## src/rtl/uart_rx_cfg.sv

```systemverilog
// Configurable UART receiver: 2-flop synchroniser, start-edge detection,
// 2-of-3 majority sampling per bit, optional parity and one or two stop bits.
// A received word is presented with a single-cycle data_valid strobe together
// with its parity and framing status, which hold until the next strobe.
module uart_rx_cfg #(
    parameter int CLKS_PER_BIT = 434,
    parameter int DATA_BITS    = 8,
    parameter int PARITY       = 0,
    parameter int STOP_BITS    = 1
) (
    input  logic                 clk,
    input  logic                 rst_n,
    input  logic                 uart_rxd,
    output logic                 data_valid,
    output logic [DATA_BITS-1:0] data,
    output logic                 parity_err,
    output logic                 frame_err,
    output logic                 busy
);

    localparam int M     = CLKS_PER_BIT / 2;
    localparam int CNT_W = $clog2(CLKS_PER_BIT);
    localparam int IDX_W = $clog2(DATA_BITS + 1);

    localparam logic [CNT_W-1:0] CNT_LAST = CNT_W'(CLKS_PER_BIT - 1);
    localparam logic [CNT_W-1:0] SMP0_CNT = CNT_W'(M - 1);
    localparam logic [CNT_W-1:0] SMP1_CNT = CNT_W'(M);
    localparam logic [CNT_W-1:0] SMP2_CNT = CNT_W'(M + 1);
    // The three samples are registered, so the vote is usable one count later.
    localparam logic [CNT_W-1:0] VOTE_CNT = CNT_W'(M + 2);
    localparam logic [IDX_W-1:0] IDX_LAST = IDX_W'(DATA_BITS - 1);
    localparam logic             STOP_LAST = 1'(STOP_BITS - 1);

    typedef enum logic [2:0] {
        ST_IDLE,
        ST_START,
        ST_DATA,
        ST_PARITY,
        ST_STOP
    } state_t;

    state_t state, state_next;

    logic                 rxd_meta, rxd_s, rxd_prev;
    logic [1:0]           settle;
    logic                 armed;
    logic [CNT_W-1:0]     cnt;
    logic [IDX_W-1:0]     bit_idx;
    logic                 stop_idx;
    logic [2:0]           smp;
    logic [DATA_BITS-1:0] shreg;
    logic                 par_bit;
    logic                 ferr_acc;

    logic fall, cnt_wrap, at_vote, vote, last_data, last_stop, finish;

    function automatic logic maj3(input logic a, input logic b, input logic c);
        return (a & b) | (a & c) | (b & c);
    endfunction

    function automatic logic parity_check(input logic [DATA_BITS-1:0] d, input logic p);
        logic x;
        x = ^{d, p};
        case (PARITY)
            1:       return ~x;
            2:       return x;
            default: return 1'b0;
        endcase
    endfunction

    assign fall      = armed & rxd_prev & ~rxd_s;
    assign cnt_wrap  = (cnt == CNT_LAST);
    assign at_vote   = (cnt == VOTE_CNT);
    assign vote      = maj3(smp[0], smp[1], smp[2]);
    assign last_data = (bit_idx == IDX_LAST);
    assign last_stop = (stop_idx == STOP_LAST);
    assign busy      = (state != ST_IDLE);

    // Synchronise the line and arm edge detection only once the synchronised
    // line has been seen high after reset, so a line low at release is ignored.
    always_ff @(posedge clk or negedge rst_n) begin
        if (!rst_n) begin
            rxd_meta <= 1'b1;
            rxd_s    <= 1'b1;
            rxd_prev <= 1'b1;
            settle   <= 2'b00;
            armed    <= 1'b0;
        end else begin
            rxd_meta <= uart_rxd;
            rxd_s    <= rxd_meta;
            rxd_prev <= rxd_s;
            settle   <= {settle[0], 1'b1};
            if (settle[1] && rxd_s) armed <= 1'b1;
        end
    end

    // FSM state register.
    always_ff @(posedge clk or negedge rst_n) begin
        if (!rst_n) state <= ST_IDLE;
        else        state <= state_next;
    end

    // FSM next-state decode; finish marks the final stop-bit vote.
    always_comb begin
        state_next = state;
        finish     = 1'b0;
        case (state)
            ST_IDLE: begin
                if (fall) state_next = ST_START;
            end
            ST_START: begin
                if (at_vote && vote) state_next = ST_IDLE;
                else if (cnt_wrap)   state_next = ST_DATA;
            end
            ST_DATA: begin
                if (cnt_wrap && last_data)
                    state_next = (PARITY != 0) ? ST_PARITY : ST_STOP;
            end
            ST_PARITY: begin
                if (cnt_wrap) state_next = ST_STOP;
            end
            ST_STOP: begin
                if (at_vote && last_stop) begin
                    state_next = ST_IDLE;
                    finish     = 1'b1;
                end
            end
            default: state_next = ST_IDLE;
        endcase
    end

    // Bit-period counter plus data-bit and stop-bit indices.
    always_ff @(posedge clk or negedge rst_n) begin
        if (!rst_n) begin
            cnt      <= '0;
            bit_idx  <= '0;
            stop_idx <= 1'b0;
        end else begin
            if (state == ST_IDLE || state_next == ST_IDLE) cnt <= '0;
            else if (cnt_wrap)                             cnt <= '0;
            else                                           cnt <= cnt + 1'b1;

            if (state != ST_DATA) bit_idx <= '0;
            else if (cnt_wrap)    bit_idx <= bit_idx + 1'b1;

            if (state != ST_STOP) stop_idx <= 1'b0;
            else if (cnt_wrap)    stop_idx <= stop_idx + 1'b1;
        end
    end

    // Mid-bit samples, data shift register (LSB first) and parity bit capture.
    always_ff @(posedge clk) begin
        if (cnt == SMP0_CNT) smp[0] <= rxd_s;
        if (cnt == SMP1_CNT) smp[1] <= rxd_s;
        if (cnt == SMP2_CNT) smp[2] <= rxd_s;
        if (state == ST_DATA && at_vote)   shreg   <= {vote, shreg[DATA_BITS-1:1]};
        if (state == ST_PARITY && at_vote) par_bit <= vote;
    end

    // Framing accumulation and the registered result strobe.
    always_ff @(posedge clk or negedge rst_n) begin
        if (!rst_n) begin
            ferr_acc   <= 1'b0;
            data_valid <= 1'b0;
            data       <= '0;
            parity_err <= 1'b0;
            frame_err  <= 1'b0;
        end else begin
            if (state == ST_START)                        ferr_acc <= 1'b0;
            else if (state == ST_STOP && at_vote && !vote) ferr_acc <= 1'b1;

            data_valid <= finish;
            if (finish) begin
                data       <= shreg;
                parity_err <= parity_check(shreg, par_bit);
                frame_err  <= ferr_acc | ~vote;
            end
        end
    end

endmodule

```

## config.mk

```make
export PLATFORM = sky130hd
export DESIGN_NAME = uart_rx_cfg
export DESIGN_NICKNAME = d
export VERILOG_FILES = /design/src/rtl/uart_rx_cfg.sv
export SDC_FILE = /design/constraint.sdc
export NUM_CORES = 1
export LEC_CHECK = 0
export ABC_AREA = 1
export CORE_MARGIN = 2
export CORE_UTILIZATION = 52
export CTS_BUF_LIST = sky130_fd_sc_hd__clkbuf_16
export DETAILED_ROUTE_END_ITERATION = 8
export PLACE_DENSITY = 0.79
export RECOVER_POWER = 50
export SYNTH_ARGS = -nofsm -noshare
export SYNTH_HDL_FRONTEND = slang
export SYNTH_SLANG_ARGS = --single-unit
```

## constraint.sdc

```tcl
create_clock -name clk -period 2.8 [get_ports clk]
set_input_delay 0.42 -clock clk [delete_from_list [all_inputs] [get_ports clk]]
set_output_delay 0.42 -clock clk [all_outputs]
set_load 0.005 [all_outputs]
```

==> impl_metrics.toml, run 1 <==
[timing]
whs_ns = 0.362
rsz0062_at_grt = "no"
report.final.slew_viol_count = 0
finalSetupViolCount = 0
worst_slew_pin_slew_ns = 0.628
worst_slack_ns = 0.831
fmax_mhz = 508
fin_tns_setup_ns = 0
max_slew_margin_pct = 58.0
fin_skew_ns = 0.00542
hold_viol = 0
fin_crit_ns = 1.97
period_share_pct = 70.3

[global_routing]
grt_pass1_vias = 1316
grt_max_degree = 35
globalRouteOverflowTotal = 0
track_usage_pct = 18.9
grt_pass1_wl_um = 6020
antenna_found_initial = 0

[critical_path]
critPathBufInv = 1
reg2reg_depth = 12
crit_end = "busy"
crit_chain = "nor2_1, nand2_1, clkdlybuf4s50_1"
slowest_stage = "clkdlybuf4s50_1"
cp-start-kind = "register"
slowest_delay_ns = 0.49
worstReg2RegEnd = "cnt[8]"
cp.required_ns = 2.38
path_delay_family = "buffers and inverters"
cp_data_arrival_time_ns = 1.55
r2r_slack_ns = 0.91
endpoint_kind = "output port"
path_class = "register to output port"
cp-startpoint = "state[1]"
timing.rr.start = "cnt[1]"
crit_fanout = 5
path_depth = 3

[synthesis]
synth.cell_area_um2 = 1980
ys_types = 29
synth_edf_count = 11
synth_most_common_cell = "nand2_1"
synth.area.top_cells = "dfrtp_1 (39%), edfxtp_1 (17%), nand2_1 (11%)"
synth_fp_nets = 218
yosysWarningCount = 0
synth_ff_type = "dfrtp_1"
synth.avg_cell_area_um2 = 9.45
synth_cells = 210
synth_common_cells = "nand2_1 (56), dfrtp_1 (31), nor2_1 (30), inv_1 (19), nand3_1 (14)"
ys_seq_area_share_pct = 59.7
synthArstFlopShare_pct = 75.6
ys_ff_latch = 45
synth_top_area_share_pct = 39.1
yosysTopAreaCell = "dfrtp_1"

[cts]
path_clk_slew_ns = 0.06
cts_buffers = 5
cts_max_level = 2
cts-root-buf = "clkbuf_16"
clk_latency_ns = 0.28
clk_path_buf_depth = 2
clkSinkCount = 45
cts.hold.buffers_added = 0
post_cts_buffers = 0
post_cts_resized = 0
cts_tree = "yes"

[route]
vias = 1408
postRouteWirelength_um = 3340
ant_nets = 0
drc = 0
wl_per_cell_um = 12.0
via_per_inst = 5.08
dr.pass1.iters = 5
drtIter0Drc = 117

[pwr]
power_density_nw_per_um2 = 587
power.leakage_nw = 1.02
ir_drop_uv = 317

[floorplan]
row_count = 22
dieArea_um2 = 4330
pin_count = 15
core_area_um2 = 3660
die_h_um = 65.8
start_util_pct = 54.2
die_w_um = 65.8

[finish]
nets = 236
diodes = 0
area_growth_pct = 17.1
drive_above_1_share_pct = 10.0

[placement]
routabilityCongestion = 0.948
detailedPlace.worstSlack_ns = 0.917
dp_hpwl_um = 2460
portBuffers = 13

[status]
status = "finished, final reports clean"

[run]
drv_cap = 0

[worst_hold_path]
min_path_type = "register to register"
-- layer usage --
layer | global-route usage [%] | up-vias | wire (µm)
li1 | - | 705 | -
met1 | 24.3 | 658 | 1490
met2 | 29.5 | 36 | 1610
met3 | 4.26 | 9 | 156
met4 | 10.9 | 0 | 80
met5 | 0 | - | 0
-- report_power, final --
group	leakage (nW)	total (W)	switching (W)	internal, W
registers	0.548	0.000682	0.00000419	0.000678
clock network	0.0850	0.000643	0.000227	0.000415
logic	0.387	0.0000383	0.0000266	0.0000117
-- registers in the layout, summed over array words and instances, names as in the netlist --
signal and count:
cnt 9, data 8, shreg 8, bit_idx 4, smp 3, state 3, settle 2, armed 1
data_valid 1, ferr_acc 1, frame_err 1, rxd_meta 1, rxd_prev 1, rxd_s 1, stop_idx 1
-- layout by cell type, fill, tap and decap left out, types with 2 or more instances in the layout --
master / netlist / final
dfrtp_1: 31 / 31
a21oi_2: 2 / 2
edfxtp_1: 11 / 11
nor2_4: 2 / 2
buf_4: 2 / 2
ha_1: 5 / 5
o21ai_0: 4 / 4
clkbuf_16: 0 / 5
nand3_1: 14 / 14
nor2_1: 30 / 30
nand2_2: 3 / 3
nor3_1: 4 / 4
o21bai_1: 2 / 2
a21oi_1: 4 / 4
or2_2: 2 / 2
dfstp_2: 3 / 2
inv_1: 19 / 20
dlygate4sd3_1: 0 / 2
nand2_1: 56 / 56
nand4_1: 4 / 4
clkdlybuf4s50_1: 0 / 11
conb_1: 2 / 2
-- worst min-delay path by stage --
| stage | from | endpoint | slack [ns] | cells after the start |
|---|---|---|---|---|
| finish | rxd_meta | rxd_s | 0.36 | 0 |
| global route | settle[0] | settle[1] | 0.37 | 0 |
| CTS | rxd_meta | rxd_s | 0.36 | 0 |
| detailed placement | rxd_meta | rxd_s | 0.35 | 0 |
| global placement | settle[0] | settle[1] | 0.33 | 0 |
| floorplan | rst_n | armed | 0.12 | 0 |
-- worst reg2reg max path, delay by kind of cell (launching register included) --
kind	cells	cell delay, ns
buffers and inverters	1	0.11
adder cells (fa/ha/maj)	1	0.22
AND/OR/NAND/NOR	10	1.11
flip-flops	1	0.39
-- cell families after synthesis --
family / count (synthesis) / share of synthesized area [%]
fa+ha+maj: 5 / 3.15
compound gates: 15 / 4.73
other cells: 2 / 0.378
simple gates: 117 / 25.9
buf+inv: 24 / 5.30
xor+xnor: 2 / 0.883
flops: 45 / 59.7
-- metrics by stage --
stage | utilization (%) | instances | area, µm² | total power [W]
after floorplan | - | 210 | 1980 | 0.000713
after global placement | 59.0 | 269 | 2160 | 0.000734
after detailed placement | 59.0 | 269 | 2160 | 0.000734
after CTS | 63.5 | 277 | 2320 | 0.00138
after global routing | 63.5 | 277 | 2320 | 0.00141
final | 63.5 | 277 | 2320 | 0.00136
-- final cells by class --
type | count | area, µm²
inverters | 20 | 75.1
well taps | 48 | 60.1
clock inverters | 3 | 38.8
clock buffers | 5 | 125
flip-flops and latches | 45 | 1180
multi-input cells | 141 | 694
fillers | 301 | 1340
repair buffers | 15 | 145
Note: power is estimated with default switching activity, not from simulation.
==> inputs of run 2 (changes only) <==
--- a/config.mk
+++ b/config.mk
@@ -7,10 +7,10 @@
 export LEC_CHECK = 0
 export ABC_AREA = 1
 export CORE_MARGIN = 2
-export CORE_UTILIZATION = 52
+export CORE_UTILIZATION = 51
 export CTS_BUF_LIST = sky130_fd_sc_hd__clkbuf_16
 export DETAILED_ROUTE_END_ITERATION = 8
-export PLACE_DENSITY = 0.79
+export PLACE_DENSITY = 0.81
 export RECOVER_POWER = 50
 export SYNTH_ARGS = -nofsm -noshare
 export SYNTH_HDL_FRONTEND = slang
==> constraint.sdc (replaced) <==
create_clock -name clk -period 1.74 [get_ports clk]
set_input_delay 0.261 -clock clk [delete_from_list [all_inputs] [get_ports clk]]
set_output_delay 0.261 -clock clk [all_outputs]
set_load 0.005 [all_outputs]
==> run 2 against run 1 <==
  * Die area up 1.8%
  * Non-clock buffer count up 11
  * Final cell count up 4.3%
  * Clock power up 59%
  * Setup slack worse by 0.77 ns
  * Core utilization up 2.9 points
  * Combinational power up 91%
  * Hold slack worse by 0.011 ns
  * Largest power group unchanged
==> impl_metrics.toml, run 2 (synthesis gave the netlist of run 1 again) <==
[critical_path]
crit_fanout = 5
cp.required_ns = 1.91
endpoint_kind = "register"
cp-start-kind = "register"
cp_data_arrival_time_ns = 1.85
slowest_delay_ns = 0.38
slowest_stage = "dfrtp_1"
path_class = "register to register"
crit_chain = "buf_4, ha_4, nand4_1, nor2_4, nand2_1, nand3_1, nand2_1, nor2_1, nand2_2, nand2_2, nor2_1"
r2r_slack_ns = 0.06

[placement]
dp.cells = 272
portBuffers = 13
routabilityCongestion = 0.950
post_dp_cell_area_um2 = 2180
dp_hpwl_um = 2440

[cts]
path_clk_slew_ns = 0.06
cts-root-buf = "clkbuf_16"
clk_path_buf_depth = 2
cts_max_level = 2
clk_latency_ns = 0.28
clkSinkCount = 45
cts_tree = "yes"
cts_buffers = 5

[global_routing]
use_met3_pct = 5.11
grtUsageMet2_pct = 29.0
grt_max_degree = 35
track_usage_pct = 18.3
met1_usage_pct = 24.1
globalRouteOverflowTotal = 0
grt_pass1_wl_um = 6000
grt_pass1_vias = 1354
antenna_found_initial = 0
busiest_layer = "met2"

[pwr]
power_frac_clock_pct = 46.6
ir_drop_uv = 652
internal_power_w = 0.00178
switching_share_pct = 18.7
power_density_nw_per_um2 = 896
p_comb_share_pct = 3.3
power.leakage_nw = 1.08
p_seq_share_pct = 50.1
power.net_switching_w = 0.000411

[finish]
num-fill-cells = 286
drive_above_1_share_pct = 19.1
area_growth_pct = 23.4
final_common_cell = "nand2_1"
largest_reg_flops = 9
layout_common_cells = "nand2_1 (55), dfrtp_1 (30), nor2_1 (26)"
postLayoutCellArea_um2 = 2450
regMostFlops = "cnt"
final_cells = 289
fin_util_pct = 66.4
top_regs = "cnt x9, data x8, shreg x8"
nets = 248
diodes = 0

[route]
vias = 1460
ant_nets = 0
dr.pass1.iters = 4
wl_per_cell_um = 12.9
via_per_inst = 5.05
drc = 0
drtIter0Drc = 91
postRouteWirelength_um = 3720

[timing]
max_slew_margin_pct = 45.2
finalSetupViolCount = 0
rsz0062_at_grt = "yes"
fin_tns_setup_ns = 0
hold_viol = 0
fmax_mhz = 595
fin_skew_ns = 0.00466
report.final.slew_viol_count = 0
fin_crit_ns = 1.68
period_share_pct = 96.7
worst_slew_pin_slew_ns = 0.822

[floorplan]
row_count = 22
die_w_um = 66.4
start_util_pct = 53.8
dieArea_um2 = 4410
die_h_um = 66.4
core_area_um2 = 3690
pin_count = 15

[worst_hold_path]
min_path_type = "register to register"

[status]
status = "finished, final reports clean"

[run]
drv_cap = 0
-- run 2: cell count changes in the layout (fill, tap and decap cells not counted), sizes merged --
| cell | delta |
|---|---|
| buf | +10 |
| clkbuf | +1 |
| nand2 | +1 |
-- run 2: final timing paths --
check | from | to | cells past startpoint
max in group asynchronous | rst_n | state[1] | 2
max reg2reg | cnt[0] | cnt[5] | 11
min in group asynchronous | rst_n | settle[0] | 2
min | settle[0] | settle[1] | 0
max | cnt[0] | cnt[5] | 11
min reg2reg | settle[0] | settle[1] | 0
-- run 2: worst max-delay path: cells and delay by family, from the launching register on --
| kind | cells | cell delay [ns] |
|---|---|---|
| adders and majority gates | 1 | 0.14 |
| DFF | 1 | 0.38 |
| and+or+nand+nor | 9 | 0.92 |
| buffers and inverters | 1 | 0.14 |
-- run 2: metal layers --
layer,part of all wire (%),routed length [µm]
met5,0,0
met4,1.6,59
met3,4.1,152
met2,47,1760
met1,47,1740
-- run 2: cell type report --
class                      instances  area, µm²  area share [%]
clock inverter                     3       38.8            1.58
inverter                          20       75.1            3.07
timing repair buffer              26        225            9.20
tap                               48       60.1            2.45
clock buffer                       5        125            5.11
multi-input combinational        142        738            30.1
sequential                        45       1190            48.4
-- run 2: through the flow --
| stage | hold slack, ns | power, W | setup WS (ns) |
|---|---|---|---|
| after floorplan | -0.0346 | 0.00115 | 0.153 |
| after global placement | 0.334 | 0.00118 | 0.0943 |
| after detailed placement | 0.341 | 0.00118 | -0.0372 |
| after CTS | 0.354 | 0.00221 | 0.0110 |
| after global routing | 0.363 | 0.00227 | -0.0847 |
| final | 0.350 | 0.00219 | 0.0582 |
-- run 2: repair_timing --
item,in CTS,in global routing
gates cloned,0,1
endpoints found under the hold margin,0,0
hold buffers,0,0
pin swaps,1,3
buffers inserted,2,6
resized for setup,5,8
setup endpoints to repair,10,19
-- run 2: power groups by stage --
stage	sequential, W	clock [W]	combinational [W]
after floorplan	0.00112	0	0.0000323
after global placement	0.00112	0	0.0000632
after detailed placement	0.00112	0	0.0000641
after CTS	0.00110	0.00105	0.0000666
after global routing	0.00110	0.00108	0.0000838
final	0.00110	0.00102	0.0000732
==> inputs of run 3 (changes only) <==
--- a/config.mk
+++ b/config.mk
@@ -15,3 +15,4 @@
 export SYNTH_ARGS = -nofsm -noshare
 export SYNTH_HDL_FRONTEND = slang
 export SYNTH_SLANG_ARGS = --single-unit
+export TNS_END_PERCENT = 30
==> run 3 against run 2 <==
  * Wire length stayed put
  * Die area unchanged
  * Via count unchanged
  * Clock power about the same
  * Core utilization did not move
  * First-iteration DRC count did not move
  * Total power unchanged
  * Critical path type unchanged
  * Critical path depth stayed put
  * Flip-flop and latch count is the same
  * Highest routed layer unchanged
  * Non-clock buffer count stayed put
  * Hold slack stayed put
==> impl_metrics.toml, run 3 (synthesis gave the netlist of run 1 again) <==
[placement]
dp_hpwl_um = 2440
portBuffers = 13
routabilityCongestion = 0.950

[global_routing]
grt_pass1_wl_um = 6000
antenna_found_initial = 0
track_usage_pct = 18.3
grt_max_degree = 35
globalRouteOverflowTotal = 0
grt_pass1_vias = 1354

[cts]
cts-root-buf = "clkbuf_16"
clkSinkCount = 45
clk_path_buf_depth = 2
path_clk_slew_ns = 0.06
cts_tree = "yes"
clk_latency_ns = 0.28
cts_buffers = 5
cts.hold.buffers_added = 0
cts_max_level = 2

[route]
drc = 0
via_per_inst = 5.05
dr.pass1.iters = 4
drtIter0Drc = 91
ant_nets = 0
wl_per_cell_um = 12.9
vias = 1460
postRouteWirelength_um = 3720

[timing]
rsz0062_at_grt = "yes"
whs_ns = 0.350
period_share_pct = 96.7
fin_crit_ns = 1.68
report.final.slew_viol_count = 0
worst_slew_pin_slew_ns = 0.822
fin_tns_setup_ns = 0
fin_skew_ns = 0.00466
finalSetupViolCount = 0
hold_viol = 0
max_slew_margin_pct = 45.2
fmax_mhz = 595

[floorplan]
pin_count = 15
row_count = 22
die_h_um = 66.4
dieArea_um2 = 4410
die_w_um = 66.4
start_util_pct = 53.8
core_area_um2 = 3690

[critical_path]
cp.required_ns = 1.91
worstReg2RegEnd = "cnt[5]"
cp-startpoint = "cnt[0]"
reg2reg_depth = 11
endpoint_kind = "register"
cp_data_arrival_time_ns = 1.85
cp-start-kind = "register"
r2r_slack_ns = 0.06
timing.rr.start = "cnt[0]"
path_class = "register to register"
crit_fanout = 5

[finish]
drive_above_1_share_pct = 19.1
regArea_um2 = 1190
diodes = 0
area_growth_pct = 23.4
largest_reg_flops = 9
final_common_cell = "nand2_1"
top_regs = "cnt x9, data x8, shreg x8"
nets = 248
regMostFlops = "cnt"
layout_common_cells = "nand2_1 (55), dfrtp_1 (30), nor2_1 (26)"
multi_input_area_um2 = 738
num-fill-cells = 286

[worst_hold_path]
min_path_type = "register to register"
min_delay_path_depth = 0
hp-start = "settle[0]"
whs_endpoint = "settle[1]"

[pwr]
power_density_nw_per_um2 = 896
ir_drop_uv = 652
power_w = 0.00219
power.leakage_nw = 1.08

[status]
status = "finished, final reports clean"

[run]
drv_cap = 0
## run 3: layer usage
layer	up-vias	part of all wire (%)	GRT usage, %
met5	-	0	0
met4	0	1.6	6.38
met3	6	4.1	5.11
met2	35	47	29.0
met1	691	47	24.1
li1	728	-	-
## run 3: through the flow
| stage | std cells | setup WS [ns] | instance area, µm² | utilization, % |
|---|---|---|---|---|
| floorplan | 210 | 0.153 | 1980 | - |
| global placement | 272 | 0.0943 | 2180 | 59.2 |
| detailed placement | 272 | -0.0372 | 2180 | 59.2 |
| CTS | 282 | 0.0110 | 2380 | 64.5 |
| global route | 289 | -0.0847 | 2450 | 66.4 |
| finish | 289 | 0.0582 | 2450 | 66.4 |
## run 3: repair_timing
item	4_1_cts	5_1_grt
pin swaps	1	3
cloned	0	1
gates resized for setup	5	8
buffers inserted	2	6
endpoints found under the setup margin	10	19
## run 3: how the worst max path moves through the flow
stage / end / slack (ns) / cells past startpoint
final: cnt[5] / 0.06 / 11
after global routing: cnt[0] / -0.08 / 11
after CTS: cnt[4] / 0.01 / 10
after detailed placement: cnt[4] / -0.04 / 11
after global placement: cnt[4] / 0.09 / 11
after floorplan: cnt[7] / 0.15 / 11
## run 3: worst max-delay path, cell delays in order, from the launching register on
cell,delay [ns]
dfrtp_1,0.38
buf_4,0.14
ha_4,0.14
nand4_1,0.15
nor2_4,0.17
nand2_1,0.06
nand3_1,0.07
nand2_1,0.07
nor2_1,0.13
nand2_2,0.10
nand2_2,0.12
nor2_1,0.05
## run 3: area by class of cell
| type | count | share of cell area, % |
|---|---|---|
| clock inverters | 3 | 1.58 |
| inverters | 20 | 3.07 |
| well taps | 48 | 2.45 |
| repair buffers | 26 | 9.20 |
| flip-flops and latches | 45 | 48.4 |
| clock buffers | 5 | 5.11 |
| multi-input cells | 142 | 30.1 |
## run 3: power breakdown
| part | switching, W | internal (W) | total [W] | leakage, nW |
|---|---|---|---|---|
| combinational | 0.0000492 | 0.0000240 | 0.0000732 | 0.445 |
| sequential | 0.00000725 | 0.00109 | 0.00110 | 0.547 |
| clock | 0.000355 | 0.000668 | 0.00102 | 0.0850 |
| total | 0.000411 | 0.00178 | 0.00219 | 1.08 |
